<file path="config.mk">
export PLATFORM = sky130hd
export DESIGN_NAME = scan_loader
export DESIGN_NICKNAME = d
export VERILOG_FILES = /design/src/rtl/scan_loader.sv
export SDC_FILE = /design/constraint.sdc
export NUM_CORES = 1
export LEC_CHECK = 0
export BUFFER_PORTS_ARGS = -buffer_cell sky130_fd_sc_hd__buf_4
export CAP_MARGIN = 20
export CORE_MARGIN = 2
export CORE_UTILIZATION = 60
export CTS_BUF_LIST = sky130_fd_sc_hd__clkbuf_8
export DETAILED_ROUTE_END_ITERATION = 10
export PLACE_DENSITY = 0.95
export SYNTH_ARGS = -nofsm -noshare
export SYNTH_HDL_FRONTEND = slang
export SYNTH_SLANG_ARGS = --single-unit
</file>
<file path="constraint.sdc">
create_clock -name clk -period 3.95 [get_ports clk]
set_input_delay 0.5925 -clock clk [delete_from_list [all_inputs] [get_ports clk]]
set_output_delay 0.5925 -clock clk [all_outputs]
set_load 0.03 [all_outputs]
</file>
<file path="src/rtl/scan_loader.sv">
// scan_loader: accepts bytes on a valid/ready port and shifts them MSB first
// into one of eight pattern-buffer scan chains, while capturing the bits that
// fall out of the chain and returning them as read-back bytes.
module scan_loader #(
  parameter int buffer_size  = 22,
  parameter int buffer_width = 8
) (
  input  logic                    clk,
  input  logic                    reset,
  input  logic                    start,
  input  logic [2:0]              addr,
  input  logic [buffer_width-1:0] din,
  input  logic                    din_valid,
  output logic                    din_ready,
  output logic                    sin,
  output logic                    ssel,
  output logic [2:0]              saddr,
  input  logic                    sout,
  output logic [buffer_width-1:0] dout,
  output logic                    dout_valid,
  output logic                    busy,
  output logic                    done
);

  localparam int BYTE_W = (buffer_size  > 1) ? $clog2(buffer_size)  : 1;
  localparam int BIT_W  = (buffer_width > 1) ? $clog2(buffer_width) : 1;
  localparam logic [BYTE_W-1:0] LAST_BYTE = BYTE_W'(buffer_size - 1);
  localparam logic [BIT_W-1:0]  LAST_BIT  = BIT_W'(buffer_width - 1);

  typedef enum logic [1:0] {
    IDLE  = 2'd0,
    WAIT  = 2'd1,
    SHIFT = 2'd2,
    DONE  = 2'd3
  } state_t;

  state_t                  state_q, state_d;
  logic [2:0]              saddr_q, saddr_d;
  logic [BYTE_W-1:0]       byte_cnt_q, byte_cnt_d;
  logic [BIT_W-1:0]        bit_cnt_q, bit_cnt_d;
  logic [buffer_width-1:0] shreg_q, shreg_d;
  logic [buffer_width-1:0] cap_q, cap_d;
  logic [buffer_width-1:0] dout_q, dout_d;
  logic                    dout_valid_q, dout_valid_d;
  logic                    busy_q, busy_d;

  // Next-state and datapath updates; every register holds unless its state acts.
  always_comb begin
    state_d      = state_q;
    saddr_d      = saddr_q;
    byte_cnt_d   = byte_cnt_q;
    bit_cnt_d    = bit_cnt_q;
    shreg_d      = shreg_q;
    cap_d        = cap_q;
    dout_d       = dout_q;
    dout_valid_d = 1'b0;
    busy_d       = busy_q;
    case (state_q)
      IDLE: begin
        if (start) begin
          saddr_d    = addr;
          busy_d     = 1'b1;
          byte_cnt_d = '0;
          state_d    = WAIT;
        end else begin
          state_d = IDLE;
        end
      end
      WAIT: begin
        if (din_valid) begin
          shreg_d   = din;
          bit_cnt_d = '0;
          state_d   = SHIFT;
        end else begin
          state_d = WAIT;
        end
      end
      SHIFT: begin
        shreg_d = {shreg_q[buffer_width-2:0], 1'b0};
        cap_d   = {cap_q[buffer_width-2:0], sout};
        if (bit_cnt_q == LAST_BIT) begin
          // The first bit returned by the chain ends up in the MSB.
          dout_d       = {cap_q[buffer_width-2:0], sout};
          dout_valid_d = 1'b1;
          if (byte_cnt_q == LAST_BYTE) begin
            state_d = DONE;
          end else begin
            byte_cnt_d = byte_cnt_q + BYTE_W'(1);
            state_d    = WAIT;
          end
        end else begin
          bit_cnt_d = bit_cnt_q + BIT_W'(1);
        end
      end
      DONE: begin
        busy_d  = 1'b0;
        state_d = IDLE;
      end
      default: begin
        busy_d  = 1'b0;
        state_d = IDLE;
      end
    endcase
  end

  // State register with synchronous reset taking priority over all inputs.
  always_ff @(posedge clk) begin
    if (reset) begin
      state_q      <= IDLE;
      saddr_q      <= 3'd0;
      byte_cnt_q   <= '0;
      bit_cnt_q    <= '0;
      shreg_q      <= '0;
      cap_q        <= '0;
      dout_q       <= '0;
      dout_valid_q <= 1'b0;
      busy_q       <= 1'b0;
    end else begin
      state_q      <= state_d;
      saddr_q      <= saddr_d;
      byte_cnt_q   <= byte_cnt_d;
      bit_cnt_q    <= bit_cnt_d;
      shreg_q      <= shreg_d;
      cap_q        <= cap_d;
      dout_q       <= dout_d;
      dout_valid_q <= dout_valid_d;
      busy_q       <= busy_d;
    end
  end

  assign din_ready  = (state_q == WAIT);
  assign ssel       = (state_q == SHIFT);
  assign sin        = (state_q == SHIFT) ? shreg_q[buffer_width-1] : 1'b0;
  assign done       = (state_q == DONE);
  assign saddr      = saddr_q;
  assign dout       = dout_q;
  assign dout_valid = dout_valid_q;
  assign busy       = busy_q;

endmodule

</file>
==> impl_metrics.env, run 1 <==
export IMPL_routed_wl_um=3220
export IMPL_clk_pin_slew_ns=0.07
export IMPL_dp_hpwl_um=2050
export IMPL_switching_power_w=0.000191
export IMPL_synth_cell_type_count=39
export IMPL_crit_required_ns=3.36
export IMPL_p_sw_frac=0.231
export IMPL_syn_num_nets=217
export IMPL_grt_pass1_wl_um=5560
export IMPL_finClkSkew_ns=0.00413
export IMPL_drive_gt1_frac=0.195
export IMPL_fin_crit_ns=2.80
export IMPL_r2r_setup_slack_ns=1.93
export IMPL_via_count=1405
export IMPL_worst_pin_slew_ns=0.708
export IMPL_ys_ff_latch=38
export IMPL_min_period_over_period=0.708
export IMPL_grt_max_degree=41
export IMPL_r2r_worst_path_cells=3
export IMPL_clockBufferDepth=2
export IMPL_h_tree_depth=2
export IMPL_synth_edf_count=0
export IMPL_fmax_mhz=357
export IMPL_drc=0
export IMPL_post_cts_setup_buffers=0
export IMPL_cts_buffers=5
export IMPL_synth_main_ff_cell="dfxtp_1"
export IMPL_rsz0062_at_grt="false"
export IMPL_pin_count=33
export IMPL_leakage_nw=0.792
export IMPL_holdPathStages=2
export IMPL_synth_top_area_cell="dfxtp_1"
export IMPL_power_clock_fraction=0.403
export IMPL_finalPower_w=0.000828
export IMPL_gp_congestion=0.771
export IMPL_min_to="dout[3]"
export IMPL_synthesis_area_um2=1680
export IMPL_final_area_um2=1990
export IMPL_setup_tns_ns=0
export IMPL_maxSlewViolCount=0
export IMPL_relSlewSlack=0.528
export IMPL_area_growth_pct=18.1
export IMPL_die_w_um=57.0
export IMPL_grt_usage=0.225
export IMPL_cp_arrival_ns=2.20
export IMPL_hold_buffers=0
export IMPL_synthCells=197
export IMPL_status="finished, final reports clean"
export IMPL_seqPwrFrac=0.494
export IMPL_reg2reg_from="state_q[0]"
export IMPL_synthTopCellsByArea="dfxtp_1 45%, nand2_1 11%, a21oi_1 5.9%"
export IMPL_fin_nets=241
export IMPL_diodes=0
export IMPL_clock_latency_ns=0.29
export IMPL_ir_drop_uv=425
export IMPL_cts_repair_resized=0
export IMPL_first_iter_violations=49
export IMPL_syn_area_per_cell_um2=8.54
export IMPL_critPathLaunchType="flip-flop"
export IMPL_clkSinkCount=38
export IMPL_die_y_um=57.0
export IMPL_yosys_warnings=0
export IMPL_port_buffers=32
export IMPL_timing_rr_end="shreg_q[3]"
export IMPL_yosys_area_top_type_share=0.452
export IMPL_drt_pass1_iterations=4
export IMPL_hp_start="dout[3]"
export IMPL_dpl_instance_area_um2=1880
export IMPL_drv_cap=0
export IMPL_grt_pass1_vias=1261
export IMPL_die_area_um2=3240
export IMPL_antenna_found_initial=0
export IMPL_cts_tree="built"
export IMPL_finalHoldViolCount=0
export IMPL_row_count=19
export IMPL_pwr_share_comb=0.103
export IMPL_yosysMostFrequentCell="nand2_1"
export IMPL_crit_type="reg2out"
export IMPL_hold_class="reg2reg"
export IMPL_ys_seq_area_frac=0.452
export IMPL_power_density_nw_per_um2=416
export IMPL_intPower_w=0.000637
export IMPL_setup_viol_count_final=0
export IMPL_vias_per_cell=5.58
export IMPL_antenna_left=0
export IMPL_cts_root_buffer="clkbuf_8"
export IMPL_worstPathMaxFanout=25
export IMPL_wl_per_cell_um=12.8
export IMPL_whs_ns=0.458
export IMPL_core_area_um2=2710
export IMPL_endpoint_kind="primary output"
export IMPL_async_reset_ff_frac=0
export IMPL_synth_common_cells="48 x nand2_1, 38 x dfxtp_1, 20 x a21oi_1, 9 x nor3_1"
export IMPL_initial_utilization=0.621
export IMPL_overflow=0
[state kept, by name, summed over array words and instances, names as in the netlist]
signal / cells
dout_valid: 1
dout: 8
saddr: 3
busy: 1
byte_cnt_q: 5
state_q: 2
bit_cnt_q: 3
cap_q: 7
shreg_q: 8
[power by group through the flow]
stage | Sequential, W | Combinational (W) | Clock [W]
6_report | 0.000409 | 0.0000849 | 0.000334
5_1_grt | 0.000412 | 0.0000931 | 0.000358
4_1_cts | 0.000409 | 0.0000849 | 0.000340
2_1_floorplan | 0.000417 | 0.0000612 | 0
3_3_place_gp | 0.000417 | 0.0000832 | 0
3_5_place_dp | 0.000418 | 0.0000844 | 0
[per-layer routing]
metal	GRT usage	up-vias	routed length, um
met3	0.0884	5	188
li1	-	733	-
met1	0.279	625	1490
met4	0.120	0	59
met5	0	-	0
met2	0.337	42	1480
[cells in the final DEF, fill, tap and decap left out, types with 3 or more instances in the layout]
cell type	instances
a311oi_1	7
nor2_1	7
nor3_1	9
clkbuf_8	6
buf_4	32
nand3b_1	3
nand2_1	48
dfxtp_1	38
a21oi_1	20
nand3_1	3
a31oi_1	3
and2_1	3
nor2b_1	4
ha_1	4
and3b_1	3
mux2i_1	4
[per-stage QoR]
stage | std cells | setup WS [ns] | utilization
global placement | 245 | 1.50 | 0.692
floorplan | 197 | 2.00 | -
detailed placement | 245 | 1.49 | 0.692
CTS | 252 | 1.15 | 0.734
finish | 252 | 1.15 | 0.734
global route | 252 | 0.903 | 0.734
[logic make-up after synthesis]
kind of cell	share of synthesized area
AND/OR/NAND/NOR	0.266
AO/OA/AOI/OAI	0.162
flip-flops	0.452
buffers and inverters	0.0595
multiplexers	0.0305
adder cells (fa/ha/maj)	0.0297
[area by class of cell]
type / instances / area, um2
sequential: 38 / 761
multi-input combinational: 141 / 822
tap: 31 / 38.8
timing repair buffer: 32 / 240
clock inverter: 1 / 30.0
inverter: 3 / 13.8
fill: 207 / 722
clock buffer: 6 / 82.6
[worst max path at each step]
stage	startpoint	endpoint	slack [ns]	cells after the start
global placement	state_q[0]	sin	1.50	4
finish	state_q[0]	sin	1.15	4
floorplan	state_q[0]	sin	2.00	6
detailed placement	state_q[0]	sin	1.49	4
CTS	state_q[0]	sin	1.15	4
global route	state_q[1]	sin	0.90	4
[critical path, stage by stage (launching register included)]
cell and delay, ns:
dfxtp_1 0.65, nand2b_1 0.64, inv_4 0.23, and2_1 0.22, buf_4 0.16
(Power assumes the default switching activity.)
==> inputs of run 2 (changes only) <==
--- a/config.mk
+++ b/config.mk
@@ -8,10 +8,10 @@
 export BUFFER_PORTS_ARGS = -buffer_cell sky130_fd_sc_hd__buf_4
 export CAP_MARGIN = 20
 export CORE_MARGIN = 2
-export CORE_UTILIZATION = 60
+export CORE_UTILIZATION = 56
 export CTS_BUF_LIST = sky130_fd_sc_hd__clkbuf_8
 export DETAILED_ROUTE_END_ITERATION = 10
-export PLACE_DENSITY = 0.95
+export PLACE_DENSITY = 0.9
 export SYNTH_ARGS = -nofsm -noshare
 export SYNTH_HDL_FRONTEND = slang
 export SYNTH_SLANG_ARGS = --single-unit
==> constraint.sdc (replaced) <==
create_clock -name clk -period 2.8 [get_ports clk]
set_input_delay 0.42 -clock clk [delete_from_list [all_inputs] [get_ports clk]]
set_output_delay 0.42 -clock clk [all_outputs]
set_load 0.03 [all_outputs]
==> impl_metrics.env, run 2 (synthesis results as in run 1) <==
export IMPL_status="finished, violations left"
export IMPL_violations="DRC"
export IMPL_cts_tree="built"
export IMPL_via_count=1439
export IMPL_grt_pass1_vias=1274
export IMPL_antenna_left=0
export IMPL_fillCellCount=240
export IMPL_antenna_found_initial=0
export IMPL_hold_class="in2reg"
export IMPL_gp_congestion=0.789
export IMPL_drt_pass1_iterations=7
export IMPL_min_period_over_period=0.800
export IMPL_cts_buffers=5
export IMPL_die_y_um=58.8
export IMPL_routed_wl_um=3210
export IMPL_post_cts_setup_buffers=0
export IMPL_ir_drop_uv=427
export IMPL_pin_count=33
export IMPL_cts_repair_resized=0
export IMPL_grt_max_degree=41
export IMPL_fmax_mhz=446
export IMPL_worst_pin_slew_ns=0.556
export IMPL_final_cell_count_no_fill=254
export IMPL_vias_per_cell=5.67
export IMPL_diodes=0
export IMPL_port_buffers=32
export IMPL_final_util=0.705
export IMPL_worstPathMaxFanout=25
export IMPL_grt_usage=0.205
export IMPL_finClkSkew_ns=0.00420
export IMPL_setup_tns_ns=0
export IMPL_clock_latency_ns=0.29
export IMPL_drive_gt1_frac=0.202
export IMPL_final_cell_mix="48 x nand2_1, 38 x dfxtp_1, 33 x buf_4, 20 x a21oi_1, 9 x nor3_1"
export IMPL_overflow=0
export IMPL_cts_root_buffer="clkbuf_8"
export IMPL_drv_cap=0
export IMPL_relSlewSlack=0.629
export IMPL_crit_required_ns=2.38
export IMPL_core_area_um2=2810
export IMPL_maxSlewViolCount=0
export IMPL_crit_type="reg2out"
export IMPL_endpoint_kind="primary output"
export IMPL_first_iter_violations=62
export IMPL_fin_crit_ns=2.24
export IMPL_drc=4
export IMPL_worstPathCellList="nand2b_1, buf_4, inv_4, and2_1, buf_4"
export IMPL_setup_viol_count_final=0
export IMPL_fin_nets=242
export IMPL_area_growth_pct=17.5
export IMPL_wl_per_cell_um=12.6
export IMPL_critPathSlowestCell="dfxtp_1"
export IMPL_initial_utilization=0.600
export IMPL_h_tree_depth=2
export IMPL_clkSinkCount=38
export IMPL_max_stage_delay_ns=0.65
export IMPL_placed_cells=246
export IMPL_finalHoldViolCount=0
export IMPL_dp_hpwl_um=2200
export IMPL_power_density_nw_per_um2=549
export IMPL_whs_ns=0.364
export IMPL_critPathLaunchType="flip-flop"
export IMPL_die_w_um=58.8
export IMPL_rsz0062_at_grt="false"
export IMPL_cpMostUsedCell="buf_4"
export IMPL_hold_buffers=0
export IMPL_grt_pass1_wl_um=5370
export IMPL_final_common_cell="nand2_1"
export IMPL_leakage_nw=0.786
export IMPL_clockBufferDepth=2
export IMPL_die_area_um2=3460
export IMPL_clk_pin_slew_ns=0.07
export IMPL_cp_arrival_ns=1.82
export IMPL_row_count=19
-- run 2: critical path: cells and delay by family, from the launching register on --
kind / cells / cell delay [ns]
flip-flops: 1 / 0.65
AND/OR/NAND/NOR: 2 / 0.35
buffers and inverters: 3 / 0.53
-- run 2: worst paths after layout --
check | from | end | slack, ns | cells after the start
min | addr[2] | saddr[2] | 0.36 | 3
min reg2reg | dout[2] | dout[2] | 0.46 | 2
max reg2reg | bit_cnt_q[0] | byte_cnt_q[0] | 0.93 | 5
max | state_q[0] | sin | 0.56 | 5
-- run 2: area by class of cell --
cell class,instances,area (um2),share of cell area
Timing Repair Buffer,33,248,0.125
Clock buffer,6,82.6,0.0417
Inverter,3,13.8,0.00696
Clock inverter,2,12.5,0.00633
Tap cell,31,38.8,0.0196
Sequential cell,38,761,0.385
Multi-Input combinational cell,141,822,0.416
-- run 2: power breakdown --
group | total (W) | internal [W] | switching [W]
clock | 0.000390 | 0.000198 | 0.000193
combinational | 0.000120 | 0.0000554 | 0.0000642
sequential | 0.000577 | 0.000559 | 0.0000177
total | 0.00109 | 0.000812 | 0.000275
-- run 2: metrics by stage --
| step | worst slack, ns | power [W] | area (um2) |
|---|---|---|---|
| global route | 0.390 | 0.00114 | 1980 |
| floorplan | 1.03 | 0.000675 | 1680 |
| global placement | 0.902 | 0.000707 | 1880 |
| CTS | 0.538 | 0.00110 | 1980 |
| detailed placement | 0.862 | 0.000710 | 1880 |
| finish | 0.560 | 0.00109 | 1980 |
-- run 2: metal layers --
metal | up-vias | GRT usage | share of wire
met5 | - | 0 | 0
li1 | 738 | - | -
met2 | 36 | 0.325 | 0.48
met3 | 7 | 0.0462 | 0.054
met4 | 0 | 0.123 | 0.020
met1 | 658 | 0.253 | 0.44
